### src/rtl/axi_lite_cmd_launcher_if.sv
// Command/response channel between the switch-driven launcher and the AXI-Lite master.
// The launcher offers a command with a valid/ready handshake. The master returns a
// single-cycle response pulse.
interface axi_lite_cmd_launcher_if #(
   parameter int unsigned ADDR_W = 5,
   parameter int unsigned DATA_W = 32
);

   logic              cmd_valid;
   logic              cmd_ready;
   logic              cmd_write;
   logic [ADDR_W-1:0] cmd_addr;
   logic [DATA_W-1:0] cmd_wdata;
   logic              resp_valid;
   logic [1:0]        resp_code;
   logic [DATA_W-1:0] resp_rdata;

   // Launcher side: issues commands and consumes responses.
   modport master (
      output cmd_valid,
      output cmd_write,
      output cmd_addr,
      output cmd_wdata,
      input  cmd_ready,
      input  resp_valid,
      input  resp_code,
      input  resp_rdata
   );

   // AXI-Lite master side: accepts commands and produces responses.
   modport slave (
      input  cmd_valid,
      input  cmd_write,
      input  cmd_addr,
      input  cmd_wdata,
      output cmd_ready,
      output resp_valid,
      output resp_code,
      output resp_rdata
   );

endinterface

### src/rtl/axi_lite_cmd_launcher.sv
// Switch-driven command launcher for the board-level AXI-Lite master.
// The block synchronises and debounces the board switches. Each debounced rising edge of the
// enable switch becomes exactly one read or write command. The block then waits for the
// response and keeps the low byte of the last good read for the LEDs.
module axi_lite_cmd_launcher #(
   parameter int unsigned DEBOUNCE_CYCLES = 1_000_000,
   parameter int unsigned ADDR_W          = 5,
   parameter int unsigned DATA_W          = 32
) (
   input  logic                           aclk,
   input  logic                           aresetn,

   input  logic                           sw_enable,
   input  logic                           sw_rw,
   input  logic [ADDR_W-1:0]              sw_addr,
   input  logic [DATA_W-1:0]              wr_data_in,

   axi_lite_cmd_launcher_if.master        cmd_bus,

   output logic                           busy,
   output logic [7:0]                     led_data,
   output logic                           err_sticky
);

   // A counter of this width can hold DEBOUNCE_CYCLES-1. At least one bit is kept so that
   // DEBOUNCE_CYCLES=1 still elaborates.
   localparam int unsigned CNT_W = (DEBOUNCE_CYCLES > 1) ? $clog2(DEBOUNCE_CYCLES) : 1;
   localparam logic [CNT_W-1:0] CNT_LAST = CNT_W'(DEBOUNCE_CYCLES - 1);

   localparam logic [1:0] RESP_OKAY = 2'b00;

   typedef enum logic [1:0] {
      StIdle,
      StIssue,
      StWait
   } state_e;

   // ---------------------------------------------------------------------------------------
   // Switch synchronisers
   // ---------------------------------------------------------------------------------------
   logic              en_meta_q,   en_sync_q;
   logic              rw_meta_q,   rw_sync_q;
   logic [ADDR_W-1:0] addr_meta_q, addr_sync_q;

   // Two-flop synchronisers. The switches are quasi-static, so per-bit sync of the address
   // is acceptable.
   always_ff @(posedge aclk or negedge aresetn) begin
      if (!aresetn) begin
         en_meta_q   <= 1'b0;
         en_sync_q   <= 1'b0;
         rw_meta_q   <= 1'b0;
         rw_sync_q   <= 1'b0;
         addr_meta_q <= '0;
         addr_sync_q <= '0;
      end else begin
         en_meta_q   <= sw_enable;
         en_sync_q   <= en_meta_q;
         rw_meta_q   <= sw_rw;
         rw_sync_q   <= rw_meta_q;
         addr_meta_q <= sw_addr;
         addr_sync_q <= addr_meta_q;
      end
   end

   // ---------------------------------------------------------------------------------------
   // Enable debounce and edge detect
   // ---------------------------------------------------------------------------------------
   logic [CNT_W-1:0] cnt_q, cnt_d;
   logic             db_q, db_d;
   logic             db_prev_q;
   logic             launch;

   // The counter runs only while the synced level disagrees with the accepted level. A run
   // of DEBOUNCE_CYCLES disagreeing cycles flips the level. Any agreeing cycle restarts it.
   always_comb begin
      cnt_d = cnt_q;
      db_d  = db_q;
      if (en_sync_q == db_q) begin
         cnt_d = '0;
      end else if (cnt_q == CNT_LAST) begin
         db_d  = en_sync_q;
         cnt_d = '0;
      end else begin
         cnt_d = cnt_q + CNT_W'(1);
      end
   end

   // Debounce state and the previous debounced level used for edge detection.
   always_ff @(posedge aclk or negedge aresetn) begin
      if (!aresetn) begin
         cnt_q     <= '0;
         db_q      <= 1'b0;
         db_prev_q <= 1'b0;
      end else begin
         cnt_q     <= cnt_d;
         db_q      <= db_d;
         db_prev_q <= db_q;
      end
   end

   // Only a 0->1 change of the debounced level starts a command. Falling edges are ignored.
   assign launch = db_q & ~db_prev_q;

   // ---------------------------------------------------------------------------------------
   // Command FSM
   // ---------------------------------------------------------------------------------------
   state_e state_q, state_d;
   logic   capture;
   logic   resp_take;

   // Next-state logic. A launch seen outside IDLE is dropped, and a response seen outside
   // WAIT is ignored.
   always_comb begin
      state_d   = state_q;
      capture   = 1'b0;
      resp_take = 1'b0;
      unique case (state_q)
         StIdle: begin
            if (launch) begin
               capture = 1'b1;
               state_d = StIssue;
            end
         end
         StIssue: begin
            // A response arriving in the handshake cycle is not honoured here. Only the
            // move to WAIT happens.
            if (cmd_bus.cmd_ready) begin
               state_d = StWait;
            end
         end
         StWait: begin
            if (cmd_bus.resp_valid) begin
               resp_take = 1'b1;
               state_d   = StIdle;
            end
         end
         default: begin
            state_d = StIdle;
         end
      endcase
   end

   // FSM state register. The async reset aborts any transaction immediately.
   always_ff @(posedge aclk or negedge aresetn) begin
      if (!aresetn) begin
         state_q <= StIdle;
      end else begin
         state_q <= state_d;
      end
   end

   // ---------------------------------------------------------------------------------------
   // Captured command fields
   // ---------------------------------------------------------------------------------------
   logic              cmd_write_q;
   logic [ADDR_W-1:0] cmd_addr_q;
   logic [DATA_W-1:0] cmd_wdata_q;

   // Fields are latched once at launch and held through ISSUE and WAIT.
   always_ff @(posedge aclk or negedge aresetn) begin
      if (!aresetn) begin
         cmd_write_q <= 1'b0;
         cmd_addr_q  <= '0;
         cmd_wdata_q <= '0;
      end else if (capture) begin
         cmd_write_q <= rw_sync_q;
         cmd_addr_q  <= addr_sync_q;
         cmd_wdata_q <= wr_data_in;
      end
   end

   // cmd_valid comes straight from the state flop. The async reset therefore drops it in
   // the same cycle.
   assign cmd_bus.cmd_valid = (state_q == StIssue);
   assign cmd_bus.cmd_write = cmd_write_q;
   assign cmd_bus.cmd_addr  = cmd_addr_q;
   assign cmd_bus.cmd_wdata = cmd_wdata_q;

   // ---------------------------------------------------------------------------------------
   // Status: busy, LED byte, sticky error
   // ---------------------------------------------------------------------------------------
   logic       busy_q;
   logic [7:0] led_q, led_d;
   logic       err_q, err_d;

   // A failed response only sets the error flag. Only an OKAY read updates the LEDs.
   always_comb begin
      led_d = led_q;
      err_d = err_q;
      if (resp_take) begin
         if (cmd_bus.resp_code != RESP_OKAY) begin
            err_d = 1'b1;
         end else if (!cmd_write_q) begin
            led_d = cmd_bus.resp_rdata[7:0];
         end
      end
   end

   // Status registers. busy tracks the state the FSM is entering, so it matches state_q.
   always_ff @(posedge aclk or negedge aresetn) begin
      if (!aresetn) begin
         busy_q <= 1'b0;
         led_q  <= '0;
         err_q  <= 1'b0;
      end else begin
         busy_q <= (state_d != StIdle);
         led_q  <= led_d;
         err_q  <= err_d;
      end
   end

   assign busy       = busy_q;
   assign led_data   = led_q;
   assign err_sticky = err_q;

endmodule

### src/flat_wrapper.sv
// flat-port wrapper written by rule: the top's interface ports become plain ports
module axi_lite_cmd_launcher_flat 
#(
   parameter int unsigned DEBOUNCE_CYCLES = 1_000_000,
   parameter int unsigned ADDR_W          = 5,
   parameter int unsigned DATA_W          = 32
)
  (aclk, aresetn, sw_enable, sw_rw, sw_addr, wr_data_in, busy, led_data, err_sticky, cmd_bus_cmd_valid, cmd_bus_cmd_write, cmd_bus_cmd_addr, cmd_bus_cmd_wdata, cmd_bus_cmd_ready, cmd_bus_resp_valid, cmd_bus_resp_code, cmd_bus_resp_rdata);
  axi_lite_cmd_launcher_if #(.ADDR_W(ADDR_W), .DATA_W(DATA_W)) cmd_bus_i ();
  input  logic aclk;
  input  logic aresetn;
  input  logic sw_enable;
  input  logic sw_rw;
  input  logic [ADDR_W-1:0] sw_addr;
  input  logic [DATA_W-1:0] wr_data_in;
  output logic busy;
  output logic [7:0] led_data;
  output logic err_sticky;
  output wire logic [$bits(cmd_bus_i.cmd_valid)-1:0] cmd_bus_cmd_valid;
  output wire logic [$bits(cmd_bus_i.cmd_write)-1:0] cmd_bus_cmd_write;
  output wire logic [$bits(cmd_bus_i.cmd_addr)-1:0] cmd_bus_cmd_addr;
  output wire logic [$bits(cmd_bus_i.cmd_wdata)-1:0] cmd_bus_cmd_wdata;
  input wire logic [$bits(cmd_bus_i.cmd_ready)-1:0] cmd_bus_cmd_ready;
  input wire logic [$bits(cmd_bus_i.resp_valid)-1:0] cmd_bus_resp_valid;
  input wire logic [$bits(cmd_bus_i.resp_code)-1:0] cmd_bus_resp_code;
  input wire logic [$bits(cmd_bus_i.resp_rdata)-1:0] cmd_bus_resp_rdata;
  assign cmd_bus_cmd_valid = cmd_bus_i.cmd_valid;
  assign cmd_bus_cmd_write = cmd_bus_i.cmd_write;
  assign cmd_bus_cmd_addr = cmd_bus_i.cmd_addr;
  assign cmd_bus_cmd_wdata = cmd_bus_i.cmd_wdata;
  assign cmd_bus_i.cmd_ready = cmd_bus_cmd_ready;
  assign cmd_bus_i.resp_valid = cmd_bus_resp_valid;
  assign cmd_bus_i.resp_code = cmd_bus_resp_code;
  assign cmd_bus_i.resp_rdata = cmd_bus_resp_rdata;
  axi_lite_cmd_launcher #(.DEBOUNCE_CYCLES(DEBOUNCE_CYCLES), .ADDR_W(ADDR_W), .DATA_W(DATA_W)) u_core (.aclk(aclk), .aresetn(aresetn), .sw_enable(sw_enable), .sw_rw(sw_rw), .sw_addr(sw_addr), .wr_data_in(wr_data_in), .cmd_bus(cmd_bus_i), .busy(busy), .led_data(led_data), .err_sticky(err_sticky));
endmodule
### config.mk
export PLATFORM = sky130hd
export DESIGN_NAME = axi_lite_cmd_launcher_flat
export DESIGN_NICKNAME = d
export VERILOG_FILES = /design/src/rtl/axi_lite_cmd_launcher_if.sv /design/src/rtl/axi_lite_cmd_launcher.sv /design/src/flat_wrapper.sv
export SDC_FILE = /design/constraint.sdc
export NUM_CORES = 1
export LEC_CHECK = 0
export BUFFER_PORTS_ARGS = -buffer_cell sky130_fd_sc_hd__buf_2
export CAP_MARGIN = 30
export CORE_ASPECT_RATIO = 0.5
export CORE_MARGIN = 3
export CORE_UTILIZATION = 30
export DETAILED_ROUTE_END_ITERATION = 8
export SYNTH_ARGS = -nofsm -noshare
export SYNTH_HDL_FRONTEND = slang
export SYNTH_SLANG_ARGS = --single-unit
### constraint.sdc
create_clock -name aclk -period 2.2 [get_ports aclk]
set_input_delay 0.33 -clock aclk [delete_from_list [all_inputs] [get_ports aclk]]
set_output_delay 0.33 -clock aclk [all_outputs]
set_load 0.02 [all_outputs]
==> Word-level counts from Yosys, hierarchy flattened <==
Cells that the tools add are included.
{ "classes": {"add_sub_neg": 1, "eq_ne": 4, "muxes": 10, "bitwise": 5, "reduce_logical": 6} }
{ "ops": {"columns": ["operator", "n"], "rows": [
  ["2-to-1 mux 20 bit", 2],
  ["adder 20 x 1 -> 20 bit, second input constant", 1],
  ["equality test 20 bit, second input constant", 1],
  ["2-to-1 mux 2 bit", 3],
  ["case mux 2 bit (3 select lines)", 1],
  ["2-to-1 mux 1 bit", 4],
  ["inverter 1 bit", 4],
  ["AND reduction 2 bit", 2],
  ["nonzero test 2 bit", 2],
  ["AND reduction 3 bit", 1],
  ["equality test 2 x 1 -> 1 bit, second input constant", 1],
  ["equality test 2 bit, second input constant", 1],
  ["zero test 2 bit", 1],
  ["AND 1 bit", 1],
  ["equality test 1 bit", 1]
]} }
{ "totals": {"reg_bits": 86, "out_inout_bits": 49, "word_cells": 42} }

==> Depth between registers and ports, before layout <==
{ "depth": {"ltp_word": 5, "mapped_depth": 6, "depth_no_buf": 5} }

==> Worst setup path after synthesis <==
OpenSTA, ideal clock, no wires.
{ "synth_timing": {"kind": "flip-flop to flip-flop", "from": "register u_core.cnt_q[8]", "to": "register u_core.db_q", "arrival_time_ps": 1917, "required_ps": 2075, "setup_slack_ps": 158, "stages_incl_launch_ff": 6, "path_buffers": 1, "synth_period_minus_slack_ps": 2042, "cell_sequence": "dfrtp_1 -> buf_6 -> or4b_1 -> or4_4 -> nor2_1 -> mux2_2"} }
{ "synth_via": {"elab_chain_cells": 2} }
{ "synth_lines": {"columns": ["item", "line_no", "text"], "rows": [
  ["from (decl)", "axi_lite_cmd_launcher.sv:68", "logic [CNT_W-1:0] cnt_q, cnt_d;"],
  ["from (signal assigned)", "axi_lite_cmd_launcher.sv:95", "cnt_q <= cnt_d;"],
  ["equality test 20 bit", "axi_lite_cmd_launcher.sv:80", "end else if (cnt_q == CNT_LAST) begin"],
  ["AND reduction 2 bit (no line)", null, null],
  ["to (signal assigned)", "axi_lite_cmd_launcher.sv:92", "db_q <= 1'b0;"],
  ["to (signal assigned)", "axi_lite_cmd_launcher.sv:96", "db_q <= db_d;"],
  ["to (decl)", "axi_lite_cmd_launcher.sv:69", "logic db_q, db_d;"]
]} }
Every way passes these cells.
A chain may end at the register's enable or synchronous reset.

==> Final worst setup path <==
{ "layout_timing": {"from": "register u_core.cnt_q[13]", "to": "register u_core.db_q"} }
Same word-level chain as after synthesis.

==> run metrics <==
status finished, violations left; failing checks hold timing; Initial DRC Count 86; Post-Route WL 6630 µm; total grt overflow 0; Crit Path Class reg2reg; # nets final 433; Hold Crit Class in2async; clock tree root buffer cell clkbuf_16; Starting Density 31.8%; minimum clock period 2090 ps; final hold vios 1; Total Power ~3.3 mW; Avg Inst Size Synth 13.9 µm²; most frequent cells in the layout 100 x buf_2, 86 x dfrtp_1, 47 x mux2_2; Critical Path, Cell by Cell or4_2, or4_4, nor2_1, mux2_2; Post-Syn Nets 320; CP arrival 2300 ps; die area between 10000 and 15000 µm²; YS warnings 0; distinct cell type count after synthesis 34; most common cell after layout, fill and taps aside buf_2; Yosys top cell by area dfrtp_1; first-pass GRT wire length 10900 µm; GRT Total Usage a little over a tenth; post-synthesis sequential area ratio 64.0%; CTS Buf Count 9; clock sink count 86; Core Util, Final 41.7%; H-tree depth 3; Worst Max-Slew Pin Slew 586 ps; post-synthesis register bit count 86; setup slack at placement ~130 ps; setup violators final 0; top post-synthesis cells by area dfrtp_1 64%, mux2_2 16%, xnor2_1 3.4%; Port Buffers a little over 100; CTS tree built; Slew HR 60.9%; Hold Buf Count CTS 0; wire per inst 13.3 µm; max_cap viols 0; GPL Wtd Cong 0.744; Final Max Tran Viols 0; vias in the first global route approximately 2300; die height 80.9 µm; setup bufs post-CTS 0; share of layout cells above drive strength 1 51.4%; drt first pass iters 4; Gate Count Post-Synth ~240; period utilization 94.8%; dpl hpwl 4810 µm; Site Rows 26; hold_ws -7.49 ps; CTS resizes 0; largest net degree at the start of global routing between 40 and 50; Mapped Area 3360 µm²; skew final 7.00 ps; area delta synth->final 31.0%; Fmax achieved 0.480 GHz; endpoint class of the critical path flip-flop; Vias approximately 2200; Max stage delay on crit path approximately 670 ps; initial antenna violation count 0; number of antenna diodes 0; post-route worst setup slack 115 ps; setup repair after global routing missed its margin false; post-route ant nets 0; # DRC 0; Die X 156 µm; Clock Tree Buf Depth 2; LEAKAGE 2.27 nW; Yosys top cell area share 64.0%; Core Area ~11000 µm²; critical path's slowest cell or4_2; num ports 126; via/cell ratio between 4 and 5; clk_lat worst skew 340 ps; pwr dens 744 nW/µm²; Setup TNS 0 ps; Critical Path RT about 2400 ps; Crit Path Max Fanout 4; Peak VDD IR 0.000385 V; critical path launch point type flip-flop; clk slew on worst S/H paths 60 ps
[final timing paths]
kind	from	to	slack, ps	cells after the start
worst max register to register	u_core.cnt_q[13]	u_core.db_q	110	4
max in group asynchronous	aresetn	u_core.cmd_bus.cmd_wdata[4]	1590	2
worst max-delay path	u_core.cnt_q[13]	u_core.db_q	110	4
worst min-delay path	aresetn	u_core.cnt_q[3]	-7	1
worst min register to register	u_core.addr_meta_q[3]	u_core.addr_sync_q[3]	340	0
min in group aclk	sw_addr[0]	u_core.addr_meta_q[0]	100	1
[metal layers]
| layer | up-vias | wire length, µm | GRT usage, % | share of wire [%] |
|---|---|---|---|---|
| met5 | - | 0 | 0 | 0 |
| met3 | 8 | 174 | 2.77 | 2.6 |
| met2 | 32 | 3410 | 18.5 | 51 |
| met1 | 1117 | 2940 | 13.5 | 44 |
| met4 | 0 | 102 | 4.14 | 1.5 |
| li1 | 1074 | - | - | - |
[kinds of logic (layout without fill, tap and decap cells)]
logic type / count (synthesis) / count (layout) / synth area share (%)
multiplexers: 47 / 47 / 15.7
AND/OR/NAND/NOR: 67 / 67 / 11.3
flip-flops: 86 / 86 / 64.0
AO/OA/AOI/OAI: 10 / 10 / 1.90
adder cells (fa/ha/maj): 1 / 1 / 0.372
buffers and inverters: 15 / 133 / 2.53
XOR/XNOR: 16 / 16 / 4.17
[power breakdown]
| group | leakage (nW) | switching (mW) | internal (mW) | total (mW) |
|---|---|---|---|---|
| Clock | 0.141 | 0.622 | 0.916 | 1.54 |
| Sequential | 1.16 | 0.0119 | 1.61 | 1.62 |
| Combinational | 0.968 | 0.0679 | 0.0561 | 0.124 |
[flip-flops by register name, summed over array words and instances, names as in the netlist, 2 cells and up]
signal and flops:
u_core.cmd_bus.cmd_addr 5, u_core.addr_sync_q 5, u_core.cmd_bus.cmd_wdata 32, u_core.cnt_q 20, u_core.led_data 8, u_core.state_q 2
u_core.addr_meta_q 5
[synth_stat cells, drive strengths merged]
cell type  instances
a21o               1
nor2b              1
mux2              47
nor4               5
xor2               3
inv                4
o21bai             1
o21ai              3
buf                5
dfrtp             86
nand2b             2
nor4b              1
o31ai              2
or4b               2
a21oi              3
clkbuf             6
or2                2
or4                6
nand3b             1
nor2              22
xnor2             13
nor3               4
nand4              6
nand2              7
ha                 1
nand3              8
[stage by stage]
step                      instances  cell area, µm²
after floorplan                 242            3360
after global placement          484            4100
after detailed placement        484            4100
after CTS                       500            4410
after global routing            500            4410
final                           500            4410
[layout make-up]
class	count	area, µm²
Multi-Input combinational cell	141	1130
Timing Repair Buffer	113	623
Sequential cell	86	2150
Clock inverter	6	70.1
Fill cell	1007	6170
Tap cell	140	175
Clock buffer	10	239
Inverter	4	15.0
[critical path, delay by kind of cell (launching register included)]
family        cells  cell delay, ps
flops             1             420
mux               1             330
simple gates      3            1230
No activity file was read; power rests on OpenSTA's default activity.
